--- config.mk ---
export PLATFORM = sky130hd
export DESIGN_NAME = num_splitter_seq_flat
export DESIGN_NICKNAME = d
export VERILOG_FILES = /design/src/rtl/num_splitter_seq_if.sv /design/src/rtl/num_splitter_seq.sv /design/src/flat_wrapper.sv
export SDC_FILE = /design/constraint.sdc
export NUM_CORES = 1
export LEC_CHECK = 0
export ABC_AREA = 1
export CAP_MARGIN = 20
export CORE_ASPECT_RATIO = 0.75
export CORE_MARGIN = 2
export CORE_UTILIZATION = 50
export DETAILED_ROUTE_END_ITERATION = 8
export PLACE_DENSITY = 0.74
export SETUP_SLACK_MARGIN = 0.02
export SLEW_MARGIN = 20
export SYNTH_ARGS = -nofsm -noshare
export SYNTH_HDL_FRONTEND = slang
export SYNTH_SLANG_ARGS = --single-unit
--- constraint.sdc ---
create_clock -name clk -period 1.5 [get_ports clk]
set_input_delay 0.15 -clock clk [delete_from_list [all_inputs] [get_ports clk]]
set_output_delay 0.15 -clock clk [all_outputs]
set_load 0.05 [all_outputs]
--- src/rtl/num_splitter_seq_if.sv ---
// Handshake and result bundle between a requester and the binary-to-BCD splitter.
// The requester drives the operand and start; the splitter returns status and digits.
interface num_splitter_seq_if #(
  parameter int IN_W   = 8,
  parameter int DIGITS = 3
);
  logic [IN_W-1:0]     numero;
  logic                start;
  logic                busy;
  logic                done;
  logic [4*DIGITS-1:0] digitos;
  logic                ovf;

  modport master (
    output numero, start,
    input  busy, done, digitos, ovf
  );

  modport slave (
    input  numero, start,
    output busy, done, digitos, ovf
  );
endinterface

--- src/rtl/num_splitter_seq.sv ---
// Sequential binary-to-BCD splitter using one double-dabble step per clock.
// Results are loaded on the edge that leaves DONE, so done pulses in the first IDLE cycle.
module num_splitter_seq #(
  parameter int IN_W   = 8,
  parameter int DIGITS = 3
) (
  input  logic               clk,
  input  logic               rst_n,
  num_splitter_seq_if.slave  bus
);

  function automatic int dec_digits(input int w);
    int v;
    int n;
    v = (1 << w) - 1;
    n = 0;
    for (int k = 0; k < 6; k++) begin
      if (v > 0) begin
        n++;
        v = v / 10;
      end
    end
    return n;
  endfunction

  // Scratch is sized for the full input range so overflow can be detected,
  // and never narrower than the output so the low digits always exist.
  localparam int SD    = dec_digits(IN_W);
  localparam int SW    = (SD > DIGITS) ? SD : DIGITS;
  localparam int CNT_W = $clog2(IN_W + 1);

  typedef enum logic [1:0] {IDLE, SHIFT, DONE} state_t;

  state_t              state_q, state_d;
  logic [CNT_W-1:0]    cnt_q, cnt_d;
  logic [IN_W-1:0]     op_q, op_d;
  logic [4*SW-1:0]     scr_q, scr_d;
  logic [4*SW-1:0]     adj;
  logic [4*DIGITS-1:0] dig_q, dig_d;
  logic                ovf_q, ovf_d;
  logic                done_q, done_d;
  logic                hi_nz;

  always_ff @(posedge clk or negedge rst_n) begin
    if (!rst_n) begin
      state_q <= IDLE;
    end else begin
      state_q <= state_d;
    end
  end

  always_comb begin
    state_d = state_q;
    case (state_q)
      IDLE:    if (bus.start) state_d = SHIFT;
      SHIFT:   if (cnt_q == CNT_W'(1)) state_d = DONE;
      DONE:    state_d = IDLE;
      default: state_d = IDLE;
    endcase
  end

  always_comb begin
    bus.busy = (state_q != IDLE);
  end

  assign bus.done    = done_q;
  assign bus.digitos = dig_q;
  assign bus.ovf     = ovf_q;

  always_comb begin
    logic [3:0] d;
    adj = '0;
    for (int i = 0; i < SW; i++) begin
      d = scr_q[4*i +: 4];
      adj[4*i +: 4] = (d >= 4'd5) ? d + 4'd3 : d;
    end
  end

  always_comb begin
    hi_nz = 1'b0;
    for (int i = 0; i < SW; i++) begin
      if (i >= DIGITS) hi_nz = hi_nz | (|scr_q[4*i +: 4]);
    end
  end

  always_comb begin
    op_d   = op_q;
    scr_d  = scr_q;
    cnt_d  = cnt_q;
    dig_d  = dig_q;
    ovf_d  = ovf_q;
    done_d = 1'b0;
    case (state_q)
      IDLE: begin
        if (bus.start) begin
          op_d  = bus.numero;
          scr_d = '0;
          cnt_d = CNT_W'(IN_W);
        end
      end
      SHIFT: begin
        scr_d = {adj[4*SW-2:0], op_q[IN_W-1]};
        op_d  = {op_q[IN_W-2:0], 1'b0};
        cnt_d = cnt_q - CNT_W'(1);
      end
      DONE: begin
        dig_d  = scr_q[4*DIGITS-1:0];
        ovf_d  = hi_nz;
        done_d = 1'b1;
      end
      default: ;
    endcase
  end

  always_ff @(posedge clk or negedge rst_n) begin
    if (!rst_n) begin
      cnt_q  <= '0;
      op_q   <= '0;
      scr_q  <= '0;
      dig_q  <= '0;
      ovf_q  <= 1'b0;
      done_q <= 1'b0;
    end else begin
      cnt_q  <= cnt_d;
      op_q   <= op_d;
      scr_q  <= scr_d;
      dig_q  <= dig_d;
      ovf_q  <= ovf_d;
      done_q <= done_d;
    end
  end

endmodule

--- src/flat_wrapper.sv ---
// flat-port wrapper written by rule: the top's interface ports become plain ports
module num_splitter_seq_flat 
#(
  parameter int IN_W   = 8,
  parameter int DIGITS = 3
)
  (clk, rst_n, bus_numero, bus_start, bus_busy, bus_done, bus_digitos, bus_ovf);
  num_splitter_seq_if #(.IN_W(IN_W), .DIGITS(DIGITS)) bus_i ();
  input  logic clk;
  input  logic rst_n;
  input wire logic [$bits(bus_i.numero)-1:0] bus_numero;
  input wire logic [$bits(bus_i.start)-1:0] bus_start;
  output wire logic [$bits(bus_i.busy)-1:0] bus_busy;
  output wire logic [$bits(bus_i.done)-1:0] bus_done;
  output wire logic [$bits(bus_i.digitos)-1:0] bus_digitos;
  output wire logic [$bits(bus_i.ovf)-1:0] bus_ovf;
  assign bus_i.numero = bus_numero;
  assign bus_i.start = bus_start;
  assign bus_busy = bus_i.busy;
  assign bus_done = bus_i.done;
  assign bus_digitos = bus_i.digitos;
  assign bus_ovf = bus_i.ovf;
  num_splitter_seq #(.IN_W(IN_W), .DIGITS(DIGITS)) u_core (.clk(clk), .rst_n(rst_n), .bus(bus_i));
endmodule
* Word-level counts from Yosys, hierarchy flattened
Cells that the tools add are included.
W data, S select, Z words.
** Word-level totals
- Bits of input ports :: 11
- Register bits after elaboration :: 39
- Logic and storage cells :: 36
** Cells by class
- Add/sub/neg operators :: 4
- Mux-type cells :: 13
- $lt $le $gt $ge :: 3
- Reduce and logical (&&, ||, !) cells :: 5
- Equal/unequal tests :: 5
** Operators with widths (count)
- $pmux W12 S2 :: 1
- $pmux W8 S2 :: 1
- $ge A4 B3 Y1 const B :: 3
- $mux W12 :: 1
- $mux W4 :: 3
- $add A4 B2 Y4 const B :: 2
- $mux W8 :: 1
- $pmux W4 S2 :: 1
- $eq A4 B1 Y1 const B :: 1
- $mux W2 :: 2
- $pmux W2 S2 :: 1
- $reduce_and A2 Y1 :: 2
- $reduce_bool A2 Y1 :: 2
- $sub A4 B1 Y4 const B :: 1
- $add A3 B2 Y3 const B :: 1
- $mux W3 :: 1
- $eq A2 B1 Y1 const B :: 1
- $eq A2 B2 Y1 const B :: 1
- $logic_not A2 Y1 :: 1
- $ne A2 B1 Y1 const B :: 1
- $ne A2 B2 Y1 const B :: 1
- $mux W1 :: 1

* Logic depth before layout (Yosys ltp)
- Depth in word-level cells :: 3
- Depth in mapped cells :: 8

* Worst setup path before layout
Ideal clock, no wire load.
- Kind :: reg2reg
- Start :: register u_core.scr_q[0]
- End :: register u_core.scr_q[4]
- Setup slack :: 363 ps
- Stages on the path, launching flop included :: 8
- Data required time :: 1376 ps
- Arrival time :: 1013 ps
- Buffers on the path :: 0
- Clock period less this slack :: 1137 ps
- Cells stage by stage :: dfrtp_1 -> inv_1 -> ha_1 -> inv_1 -> nand2_1 -> nand3_1 -> nand2_1 -> o21bai_1
** Between the ends
- Cells in the longest elaborated chain, start to end :: 3
** Ends and longest elaborated chain
- start: declaration :: line num_splitter_seq.sv:37 : logic [4*SW-1:0] scr_q, scr_d;
- start signal: assignment :: line num_splitter_seq.sv:126 : scr_q <= scr_d;
- $add A4 B2 Y4 / $ge A4 B3 Y1 (equally long branches) :: line num_splitter_seq.sv:75 : adj[4*i +: 4] = (d >= 4'd5) ? d + 4'd3 : d;
- $mux W4 (*) :: line num_splitter_seq.sv:75
- $pmux W12 S2 (*) :: line num_splitter_seq.sv:93 : case (state_q)
Mark *: on every way between the ends. The rest lies on a longest branch, timed or not.
A chain may end at the register's enable or synchronous reset.

* Worst setup path after layout
- Start :: register u_core.scr_q[4]
- End :: register u_core.scr_q[6]
The elaborated chain is that of the path after synthesis.

==> flow_summary_export.csv <==
group,metric,value,unit
finish,fill_cells,336,
detailed_routing,viasPerCell,4.91,
cts,cts_hold_buf,1,
status,outcome,"finished clean",
yosys,synthMuxAreaShare,0,%
timing,holdWs,392,ps
detailed_routing,ant_nets,0,
floorplan,num_io_pins,26,
yosys,synthXorXnorAreaFrac,0.464,%
placed_design,post_dp_cell_area,2120,um2
global_routing,grt_pass1_vias,1368,
worst_hold_path,holdPathStages,3,
finish,final_common_cell,"nand2_1",
finish,final_cell_mix,"nand2_1, dfrtp_1, inv_1",
pwr,leakagePower,1.11,nW
yosys,ys_types,25,
detailed_routing,first_pass_iters,4,
worst_setup_path,endpoint,"u_core.scr_q[6]",
timing,period_minus_slack,1330,ps
yosys,syn_area,1890,um2
worst_setup_path,startpoint,"u_core.scr_q[4]",
yosys,ys_ff_latch,39,
yosys,yosys.area_share.simple,24.6,%
global_routing,grt_pass1_wl,6.07,mm
finish,area.growth.synth_to_final,17.0,%
cts,cts.sinks,39,
worst_setup_path,cp.depth,8,
worst_setup_path,endpoint_kind,"register",
timing,period_share,88.9,%
finish,fin_nets,264,
yosys,yosysSeqAreaShare,51.7,%
worst_setup_path,crit_type,"register to register",
worst_hold_path,hp-class,"input port to register",
worst_setup_path,crit_fanout,5,
job,cap_violations,0,
cts,ctsRootBufferMaster,"clkbuf_8",
timing,drv_slew,0,
worst_setup_path,cp.required,1720,ps
floorplan,die_w,75.0,um
cts,h-tree-depth,2,
worst_setup_path,max_stage_delay,410,ps
timing,fin_ws,166,ps
worst_setup_path,timing.reg2reg.setup_slack,170,ps
placed_design,io_buffers,24,
global_routing,overflow,0,
timing,setup_tns,0,ps
timing,rsz0062_at_grt,"false",
floorplan,fp.dieArea,4290,um2
yosys,synth_compound_area_share,9.07,%
cts,path_clk_slew,80,ps
finish,diodes,0,
detailed_routing,routed_wl,3.47,mm
finish,design_area,2210,um2
yosys,synth_top_family_by_area,"simple AND/OR/NAND/NOR gates",
yosys,netlist_instances,218,
cts,cts_setup_buffers,0,
cts,cts.path.max_buffers,2,
timing,hold_violations,0,
floorplan,dieHeight,57.2,um
timing,fmax,750,MHz
timing,clock_skew,7.50,ps
cts,clock_latency,290,ps
detailed_routing,first_iter_violations,70,
worst_setup_path,timing.rr.end,"u_core.scr_q[6]",
detailed_routing,post_drt_wl_per_cell,11.7,um
worst_setup_path,reg2reg_from,"u_core.scr_q[4]",
yosys,synth_fa_ha_area_share,5.30,%
worst_setup_path,crit_path_frequent_cell,"nand2_1",
global_routing,grt_max_degree,40,
finish,finalNonFillerCells,298,
yosys,avgSynthCellArea,8.67,um2
placed_design,gp_congestion,0.820,
cts,cts_tree,"done",
worst_setup_path,slowest_stage,"dfrtp_1",
worst_setup_path,crit_family,"simple AND/OR/NAND/NOR gates",
detailed_routing,num_vias,1462,
floorplan,std_cell_rows,19,
placed_design,place_inst,289,
worst_setup_path,r2r_cells,8,
worst_setup_path,crit_chain,"inv_1, ha_1, inv_1, nand2_1, nand3_1, nand2_1, nand3_1, nand2_1",
global_routing,grt.total_usage,19.0,%
worst_setup_path,critPathArrivalTime,1560,ps
floorplan,coreArea,3640,um2
placed_design,post-place-ws,182,ps
worst_setup_path,path_buf_inv,2,
placed_design,hpwl,2.44,mm
yosys,synth_nets,237,
cts,post_cts_resize_count,0,
timing,setup_viol,0,
worst_setup_path,setup.worst_path.start_class,"register",
pwr,power.density,2270,nW/um2
cts,cts_buffers,5,
detailed_routing,drc_errors,0,
yosys,synth_warnings,0,
worst_hold_path,hold_path_startpoint,"bus_numero[0]",
global_routing,antenna_found_initial,0,
finish,drive_gt1_share,13.0,%
finish,multi_input_area,748,um2
pwr,vdd.ir_drop.worst,1230,uV
finish,seq_area,976,um2
floorplan,initial_core_util,51.9,%
==> cell usage after synthesis, drive strengths merged <==
| master | instances | area [um2] |
|---|---|---|
| o22ai | 3 | 18.8 |
| nand3 | 21 | 105 |
| nand4 | 6 | 37.5 |
| conb | 1 | 3.75 |
| dfrtp | 39 | 976 |
| nor3 | 1 | 5.00 |
| ha | 8 | 100 |
| nor2 | 6 | 32.5 |
| o21bai | 2 | 15.0 |
| buf | 7 | 62.6 |
| inv | 26 | 103 |
| xnor2 | 1 | 8.76 |
| nand2 | 71 | 284 |
| o211ai | 3 | 22.5 |
| o21ai | 23 | 115 |
==> kinds of logic (layout without fill, tap and decap cells) <==
logic type	Yosys count	count (layout)
AND/OR/NAND/NOR	105	105
buffers and inverters	33	61
flip-flops	39	39
XOR/XNOR	1	1
adder cells (fa/ha/maj)	8	8
other	1	1
AO/OA/AOI/OAI	31	31
==> tightest hold or removal path, delay by kind of cell <==
| family | cells | cell delay [ps] |
|---|---|---|
| buffers and inverters | 1 | 390 |
| and+or+nand+nor | 2 | 100 |
==> sequential cells by signal (all words and copies together), names as in the netlist <==
signal,cells
u_core.cnt_q,4
u_core.op_q,8
u_core.scr_q,12
u_core.bus.digitos,12
u_core.bus.done,1
u_core.state_q,2
==> cell type report <==
cell class,count,share of cell area [%]
clock buffer,7,3.45
clock inverter,1,0.226
inverter,26,4.64
multi-input combinational,146,33.8
sequential,39,44.1
tap,52,2.94
timing repair buffer,27,10.8
==> through the flow <==
step                total power [mW]  util, %
floorplan                       3.75        -
global placement                4.29     58.3
detailed placement              4.37     58.3
CTS                             5.05     60.8
global route                    5.44     60.8
finish                          5.01     60.8
==> per-layer routing <==
layer  track usage (%)  share of wire, %  wire, um  up-vias
met5                 0                 0         0        -
met4              6.12               1.3        44        0
met3              6.89               5.4       187        5
met2              26.6                41      1420       42
met1              27.5                52      1820      663
li1                  -                 -         -      752
==> how the worst min path moves through the flow <==
stage | to | slack, ps
2_1_floorplan | u_core.bus.digitos[0] | -150
3_3_place_gp | u_core.bus.done | 230
3_5_place_dp | u_core.bus.done | 230
4_1_cts | u_core.op_q[0] | 380
5_1_grt | u_core.op_q[6] | 410
6_report | u_core.op_q[0] | 390
==> power breakdown <==
part,internal [mW],switching (mW),total (mW),leakage (nW)
Clock,0.326,0.350,0.676,0.0422
Sequential,1.50,0.282,1.78,0.504
Combinational,0.858,1.70,2.56,0.568
No activity file was read; power rests on OpenSTA's default activity.
